<file path="src/rtl/exe_mem_stage.sv">
// EX/MEM pipeline register plus the architectural NZCV status register.
// Feeds carry back to the ALU and evaluates the decode-stage condition field.
module exe_mem_stage (
    input  logic        clk,
    input  logic        rst_n,
    input  logic        ex_valid,
    input  logic [31:0] alu_res,
    input  logic [3:0]  alu_sr,
    input  logic        ex_s,
    input  logic        ex_wb_en,
    input  logic        ex_mem_r_en,
    input  logic        ex_mem_w_en,
    input  logic [3:0]  ex_dest,
    input  logic [31:0] ex_st_val,
    input  logic        freeze,
    input  logic        flush,
    input  logic [3:0]  id_cond,
    output logic        mem_valid,
    output logic        mem_wb_en,
    output logic        mem_r_en,
    output logic        mem_w_en,
    output logic [31:0] mem_alu_res,
    output logic [31:0] mem_st_val,
    output logic [3:0]  mem_dest,
    output logic [3:0]  status,
    output logic        carry_out,
    output logic        cond_pass
);

    logic        valid_q, valid_d;
    logic        wb_en_q, wb_en_d;
    logic        r_en_q, r_en_d;
    logic        w_en_q, w_en_d;
    logic [31:0] alu_res_q, alu_res_d;
    logic [31:0] st_val_q, st_val_d;
    logic [3:0]  dest_q, dest_d;
    logic [3:0]  status_q, status_d;

    always_comb begin
        valid_d   = valid_q;
        wb_en_d   = wb_en_q;
        r_en_d    = r_en_q;
        w_en_d    = w_en_q;
        alu_res_d = alu_res_q;
        st_val_d  = st_val_q;
        dest_d    = dest_q;
        status_d  = status_q;
        if (!freeze) begin
            if (flush) begin
                valid_d   = 1'b0;
                wb_en_d   = 1'b0;
                r_en_d    = 1'b0;
                w_en_d    = 1'b0;
                alu_res_d = 32'd0;
                st_val_d  = 32'd0;
                dest_d    = 4'd0;
            end else begin
                // Controls are gated so a bubble never writes back or touches memory.
                valid_d   = ex_valid;
                wb_en_d   = ex_valid & ex_wb_en;
                r_en_d    = ex_valid & ex_mem_r_en;
                w_en_d    = ex_valid & ex_mem_w_en;
                alu_res_d = alu_res;
                st_val_d  = ex_st_val;
                dest_d    = ex_dest;
                if (ex_valid && ex_s) begin
                    status_d = {alu_sr[1], alu_sr[3], alu_sr[2], alu_sr[0]};
                end
            end
        end
    end

    always_ff @(posedge clk or negedge rst_n) begin
        if (!rst_n) begin
            valid_q   <= 1'b0;
            wb_en_q   <= 1'b0;
            r_en_q    <= 1'b0;
            w_en_q    <= 1'b0;
            alu_res_q <= 32'd0;
            st_val_q  <= 32'd0;
            dest_q    <= 4'd0;
            status_q  <= 4'd0;
        end else begin
            valid_q   <= valid_d;
            wb_en_q   <= wb_en_d;
            r_en_q    <= r_en_d;
            w_en_q    <= w_en_d;
            alu_res_q <= alu_res_d;
            st_val_q  <= st_val_d;
            dest_q    <= dest_d;
            status_q  <= status_d;
        end
    end

    logic flag_n, flag_z, flag_c, flag_v;
    assign {flag_n, flag_z, flag_c, flag_v} = status_q;

    // Evaluated from the committed register only; no forwarding of in-flight flags.
    always_comb begin
        cond_pass = 1'b0;
        case (id_cond)
            4'b0000: cond_pass = flag_z;
            4'b0001: cond_pass = !flag_z;
            4'b0010: cond_pass = flag_c;
            4'b0011: cond_pass = !flag_c;
            4'b0100: cond_pass = flag_n;
            4'b0101: cond_pass = !flag_n;
            4'b0110: cond_pass = flag_v;
            4'b0111: cond_pass = !flag_v;
            4'b1000: cond_pass = flag_c & !flag_z;
            4'b1001: cond_pass = !flag_c | flag_z;
            4'b1010: cond_pass = (flag_n == flag_v);
            4'b1011: cond_pass = (flag_n != flag_v);
            4'b1100: cond_pass = !flag_z & (flag_n == flag_v);
            4'b1101: cond_pass = flag_z | (flag_n != flag_v);
            4'b1110: cond_pass = 1'b1;
            default: cond_pass = 1'b0;
        endcase
    end

    assign mem_valid   = valid_q;
    assign mem_wb_en   = wb_en_q;
    assign mem_r_en    = r_en_q;
    assign mem_w_en    = w_en_q;
    assign mem_alu_res = alu_res_q;
    assign mem_st_val  = st_val_q;
    assign mem_dest    = dest_q;
    assign status      = status_q;
    assign carry_out   = flag_c;

endmodule

</file>
<file path="config.mk">
export PLATFORM = sky130hd
export DESIGN_NAME = exe_mem_stage
export DESIGN_NICKNAME = d
export VERILOG_FILES = /design/src/rtl/exe_mem_stage.sv
export SDC_FILE = /design/constraint.sdc
export NUM_CORES = 1
export LEC_CHECK = 0
export ABC_CLOCK_PERIOD_IN_PS = 2000
export CORE_UTILIZATION = 37
export CTS_BUF_LIST = sky130_fd_sc_hd__clkbuf_8
export DETAILED_ROUTE_END_ITERATION = 7
export PLACE_DENSITY = 0.78
export SKIP_CTS_REPAIR_TIMING = 1
export SLEW_MARGIN = 20
export SYNTH_ARGS = -nofsm -noshare
export SYNTH_HDL_FRONTEND = slang
export SYNTH_SLANG_ARGS = --single-unit
</file>
<file path="constraint.sdc">
create_clock -name clk -period 2 [get_ports clk]
set_clock_uncertainty 0.05 [all_clocks]
set_input_delay 0.4 -clock clk [delete_from_list [all_inputs] [get_ports clk]]
set_output_delay 0.4 -clock clk [all_outputs]
set_load 0.005 [all_outputs]
</file>
## After elaboration in Yosys (flattened, before gate mapping)

Cells that the tools add are included.

| cells by class | value |
|---|---|
| eq/ne operators | 16 |
| mux-type cells | 8 |
| bitwise operators | 9 |
| reductions and logical operators | 7 |

Operator list:

| kind | count |
|---|---|
| 32-bit 2-to-1 mux | 2 |
| 4-bit == test (second input constant) | 7 |
| 4-bit by 3-bit == test with 1-bit output (second input constant) | 4 |
| 1-bit one-hot mux with 15 select lines | 1 |
| 4-bit by 2-bit == test with 1-bit output (second input constant) | 2 |
| 1-bit bitwise AND | 5 |
| 4-bit by 1-bit == test with 1-bit output (second input constant) | 1 |
| 1-bit zero test | 4 |
| 4-bit zero test | 1 |
| 1-bit 2-to-1 mux | 4 |
| 4-bit 2-to-1 mux | 1 |
| 3-bit AND reduction | 1 |
| 1-bit inverter | 2 |
| 1-bit OR | 2 |
| 1-bit == test | 1 |
| 1-bit logical AND | 1 |
| 1-bit inequality test | 1 |

| storage, ports and cells | value |
|---|---|
| bits in registers | 76 |
| input port bits | 85 |
| output and inout bits | 78 |

## Logic depth before layout (Yosys ltp)

| logic depth | value |
|---|---|
| depth after elaboration | 3 |
| depth in mapped cells | 5 |
| mapped depth without buffers | 4 |

## Least setup slack after synthesis

OpenSTA, ideal clock, no wires.

| path | value |
|---|---|
| kind | input to output |
| start | input port id_cond[1] |
| end | output port cond_pass |
| arrival | 1.554 ns |
| data required time | 1.550 ns |
| slack | -0.004 ns |
| cell stages on the path | 4 |
| path through | or4b_1 -> o221a_2 -> a211o_1 -> a32o_1 |

| between the ends | value |
|---|---|
| longest elaborated chain between the ends | 2 |

Ends and longest elaborated chain:

| item | line | RTL |
|---|---|---|
| start, declared | 17 | `input logic [3:0] id_cond,` |
| 4-bit == test, or another cell as far along | 101 | `case (id_cond)` |
| 1-bit one-hot mux with 15 select lines * | 101 |  |
| end, declared | 27 | `output logic cond_pass` |

Every way passes the cells marked *; elsewhere a longest branch is shown, timed or not.

## Final worst setup path

| path | value |
|---|---|
| start | register status_q[2], in the netlist status[2] |
| end | output port cond_pass |

| between the ends | value |
|---|---|
| longest elaborated chain between the ends | 3 |

Ends and longest elaborated chain:

| item | line | RTL |
|---|---|---|
| start, declared | 37 | `logic [3:0] status_q, status_d;` |
| start signal, assigned | 91 | `status_q <= status_d;` |
| 1-bit zero test | 103, 110, 114 |  |
| 1-bit bitwise AND, on equally long branches | 114, 110 |  |
| 1-bit one-hot mux with 15 select lines * | 101 |  |

Marked as above.

==> results.env <==
CLOCK_TREE_BUF_DEPTH=2
TOTALNEGATIVESETUPSLACK_NS=-0.4348
DETAIL_ROUTE.WL_PER_CELL_UM=13.91
FINAL_STAGE_NET_COUNT=585
POST_SYNTHESIS_CELL_AREA_UM2=3263
MINIMUM_SETUP_SLACK_IN_THE_FINAL_DESIGN_NS=-0.4348
YOSYS.CELL_TYPES.COUNT=27
SHARE_COMB_OF_TOTAL_POWER=0.222
DRT_PASS1_ITERATIONS=4
WORSTPATHREQUIRED_NS=1.55
CRIT_PATH_TOP_DELAY_CELL='or4b_4'
STATUS='finished, violations left'
TIMING.FINAL.CRIT_PERIOD_NS=2.435
EFFECTIVE_UTILIZATION_AT_FLOORPLAN=0.3893
SYNTH_TOP_CELLS_BY_AREA='dfrtp_1, nand2b_1, o21ai_0'
CRITICAL_PATH.CELL_CHAIN='or4b_4 -> o221a_4 -> a211o_1 -> a32o_1 -> clkbuf_2'
P_LEAK_nW=2.239
FLOORPLAN.DIE_AREA_UM2=9199
RELSLEWSLACK=0.6399
WORST_SLEW_PIN_SLEW_NS=0.5402
AREA_GROWTH_PCT=60.85
CORE_REGION_AREA_UM2=8382
POST-SYNTH-TOP-AREA-CELL='dfrtp_1'
VIOLATIONS='hold timing, setup timing'
IRDROPWORSTVDD_V=0.0003396
GPL.FINAL_WEIGHTED_CONGESTION=0.7323
POWER.INTERNAL_W=0.002785
FINAL_LAYOUT_SIZE_SUFFIX_GT1_FRAC=0.07525
N_ANTENNA_CELL=0
IO_PINS=163
PATH_MAX_FANOUT=4
CTS.HTREE.LEVELS=3
DETAIL_ROUTE.DRC_VIOLATIONS=0
BUFFER_PORTS.INSERTED=162
TRITONCTS='done'
CLOCKROOTBUFFER='clkbuf_8'
DETAILED_PLACE_HPWL_UM=6075
VIA_COUNT_NORMALIZED_BY_INSTANCE_COUNT=4.695
CLOCK-SINKS=76
MAX_CAP_VIOLATIONS=0
GLOBAL_ROUTE.USAGE.TOTAL=0.1864
FINALMAXSLEWVIOLATIONS=0
TIMING.FINAL.SETUP_VIOLATIONS=1
CLOCK_POWER_SHARE=0.307
GRT_MAX_DEGREE=93
TIMING.FINAL.CRIT_SHARE=1.217
SYNTH-SEQ-AREA-SHARE=0.5828
CRITPATHARRIVALTIME_NS=1.98
CAPTURING_ELEMENT_TYPE_OF_THE_CRITICAL_PATH='output port'
SLOWEST_DELAY_NS=0.55
CTS_MADE_BUFFERS=9
GRT_ANTENNA_BEFORE_REPAIR=0
YS_FF_LATCH=76
TIMING.FINAL.HOLD_VIOLATIONS=4
SYNTHESIS.YOSYS.WARNINGS=0
SYNTHESIS.INSTANCES=337
SYN_NETS=422
DRT-INITIAL-DRC-COUNT=100
NET_SWITCHING_SHARE_OF_THE_TOTAL_POWER=0.2434
CLOCK_EDGE_TRANSITION_AT_THE_REGISTERS_ON_THE_REPORTED_SETUP_AND_HOLD_PATHS_NS=0.08
PLACEMENTROWS=33
FIN_TOTAL_PWR_W=0.003681
OVERALL_VIA_COUNT_FROM_DETAIL_ROUTE=2864
DIE_HEIGHT_UM=95.91
FINALWIRELENGTH_UM=8488
P_SWITCHING_W=0.0008961
MAX_FREQ_GHz=0.4107
FINALHOLDWORSTSLACK_NS=-0.007797
CRITPATHLAUNCHTYPE='flop'
FINAL_ANTENNA_NET_COUNT=0
CRIT_TYPE='flop to output port'
LAYOUT.FILLER_CELLS=716
SETUP_REPAIR_AFTER_GLOBAL_ROUTING_MISSED_ITS_MARGIN='yes'
GRT_PASS1_WL_UM=13120
CLKLATENCYLATEPIN_NS=0.33
MOST-COMMON-LAYOUT-CELLS='clkdlybuf4s50_1, dfrtp_1, nand2_1'
GRT_OVERFLOW=0
FIRST_GLOBAL_VIAS=2793
POWER_DENSITY_nW_PER_UM2=701.3
DIE_X_UM=95.91
SYNTH.AVG_CELL_AREA_UM2=9.683
SEQPWRFRAC=0.472
WORSTHOLDPATHTYPE='primary input to asynchronous set/reset pin'
YOSYSTOPAREACELLSHARE=0.5828
MOST_COMMON_CELL_AFTER_LAYOUT_FILL_AND_TAPS_ASIDE='clkdlybuf4s50_1'
==> power by group through the flow <==
stage | combinational [W] | sequential (W) | clock [W]
global placement | 0.000796 | 0.00176 | 0
CTS | 0.000818 | 0.00174 | 0.00117
finish | 0.000816 | 0.00174 | 0.00113
floorplan | 0.000222 | 0.00178 | 0
global route | 0.000897 | 0.00175 | 0.00123
detailed placement | 0.000814 | 0.00176 | 0
==> critical path: cells and delay by family (launching register included) <==
| family | cells | cell delay, ns |
|---|---|---|
| compound gates | 3 | 0.59 |
| simple gates | 1 | 0.55 |
| buf+inv | 1 | 0.11 |
| flops | 1 | 0.41 |
==> registers in the layout (all words and copies together) (netlist names) <==
signal and flops:
mem_dest 4, mem_alu_res 32, status 4, mem_w_en 1
mem_r_en 1, mem_st_val 32, mem_wb_en 1, mem_valid 1
==> stage by stage <==
stage	worst slack (ns)	instance area, µm²	std cells	utilization
after global routing	-0.4840	5249	610	0.6262
after floorplan	0.03331	3263	337	-
after global placement	-0.9145	5035	593	0.6007
final	-0.4348	5249	610	0.6262
after CTS	-0.9711	5229	609	0.6238
after detailed placement	-0.9500	5035	593	0.6007
==> metal layers <==
metal | routed length (µm) | GRT usage
met2 | 4103 | 0.3167
met1 | 3481 | 0.2211
met3 | 730 | 0.05845
met5 | 0 | 0
met4 | 172 | 0.06965
==> synth_stat cells <==
cell type and instances:
buf_4 1, a211o_1 1, and3b_1 1, nor2b_1 3
or4b_1 1, nand3_1 2, clkbuf_1 21, nor3b_1 1
dfrtp_1 76, nand2b_1 64, a21oi_1 2, o2111ai_1 1
nand2_1 71, inv_1 3, o221a_2 1, o211ai_1 2
or3b_1 1, a32o_1 1, mux2_2 4, buf_1 2
o21ai_0 68, a22o_1 4, o22ai_1 1, xor2_1 2
nor2_1 1, a211oi_1 1, and2_1 1
==> logic make-up (layout without fill, tap and decap cells) <==
kind of cell    after synthesis  count (layout)  share of synthesized area
xor+xnor                      2               2                   0.005369
mux                           4               4                    0.01380
compound gates               82              82                     0.1388
flops                        76              76                     0.5828
simple gates                146             146                     0.2270
buf+inv                      27             195                    0.03221
==> final cells by class <==
class | instances | area [µm²] | share of cell area
clock buffers | 10 | 137.6 | 0.02622
clock inverters | 6 | 56.30 | 0.01073
flip-flops and latches | 76 | 1902 | 0.3623
inverters | 3 | 11.26 | 0.002145
multi-input cells | 234 | 1269 | 0.2417
repair buffers | 176 | 1742 | 0.3318
well taps | 105 | 131.4 | 0.02503
==> path summary, 6_finish.rpt <==
kind / startpoint / endpoint / slack (ns) / cells after the start
min reg2reg: mem_w_en$_DFFE_PN0N_ / mem_w_en$_DFFE_PN0N_ / 0.43 / 2
max reg2reg: status[0]$_DFFE_PN0P_ / status[0]$_DFFE_PN0P_ / 1.04 / 2
max in group asynchronous: rst_n / status[0]$_DFFE_PN0P_ / 1.30 / 2
min: rst_n / mem_st_val[1]$_DFFE_PN0N_ / -0.008 / 1
max: status[2]$_DFFE_PN0P_ / cond_pass / -0.43 / 5
min in group clk: freeze / mem_alu_res[8]$_DFFE_PN0N_ / 0.39 / 3
Note: power is estimated with default switching activity, not from simulation.
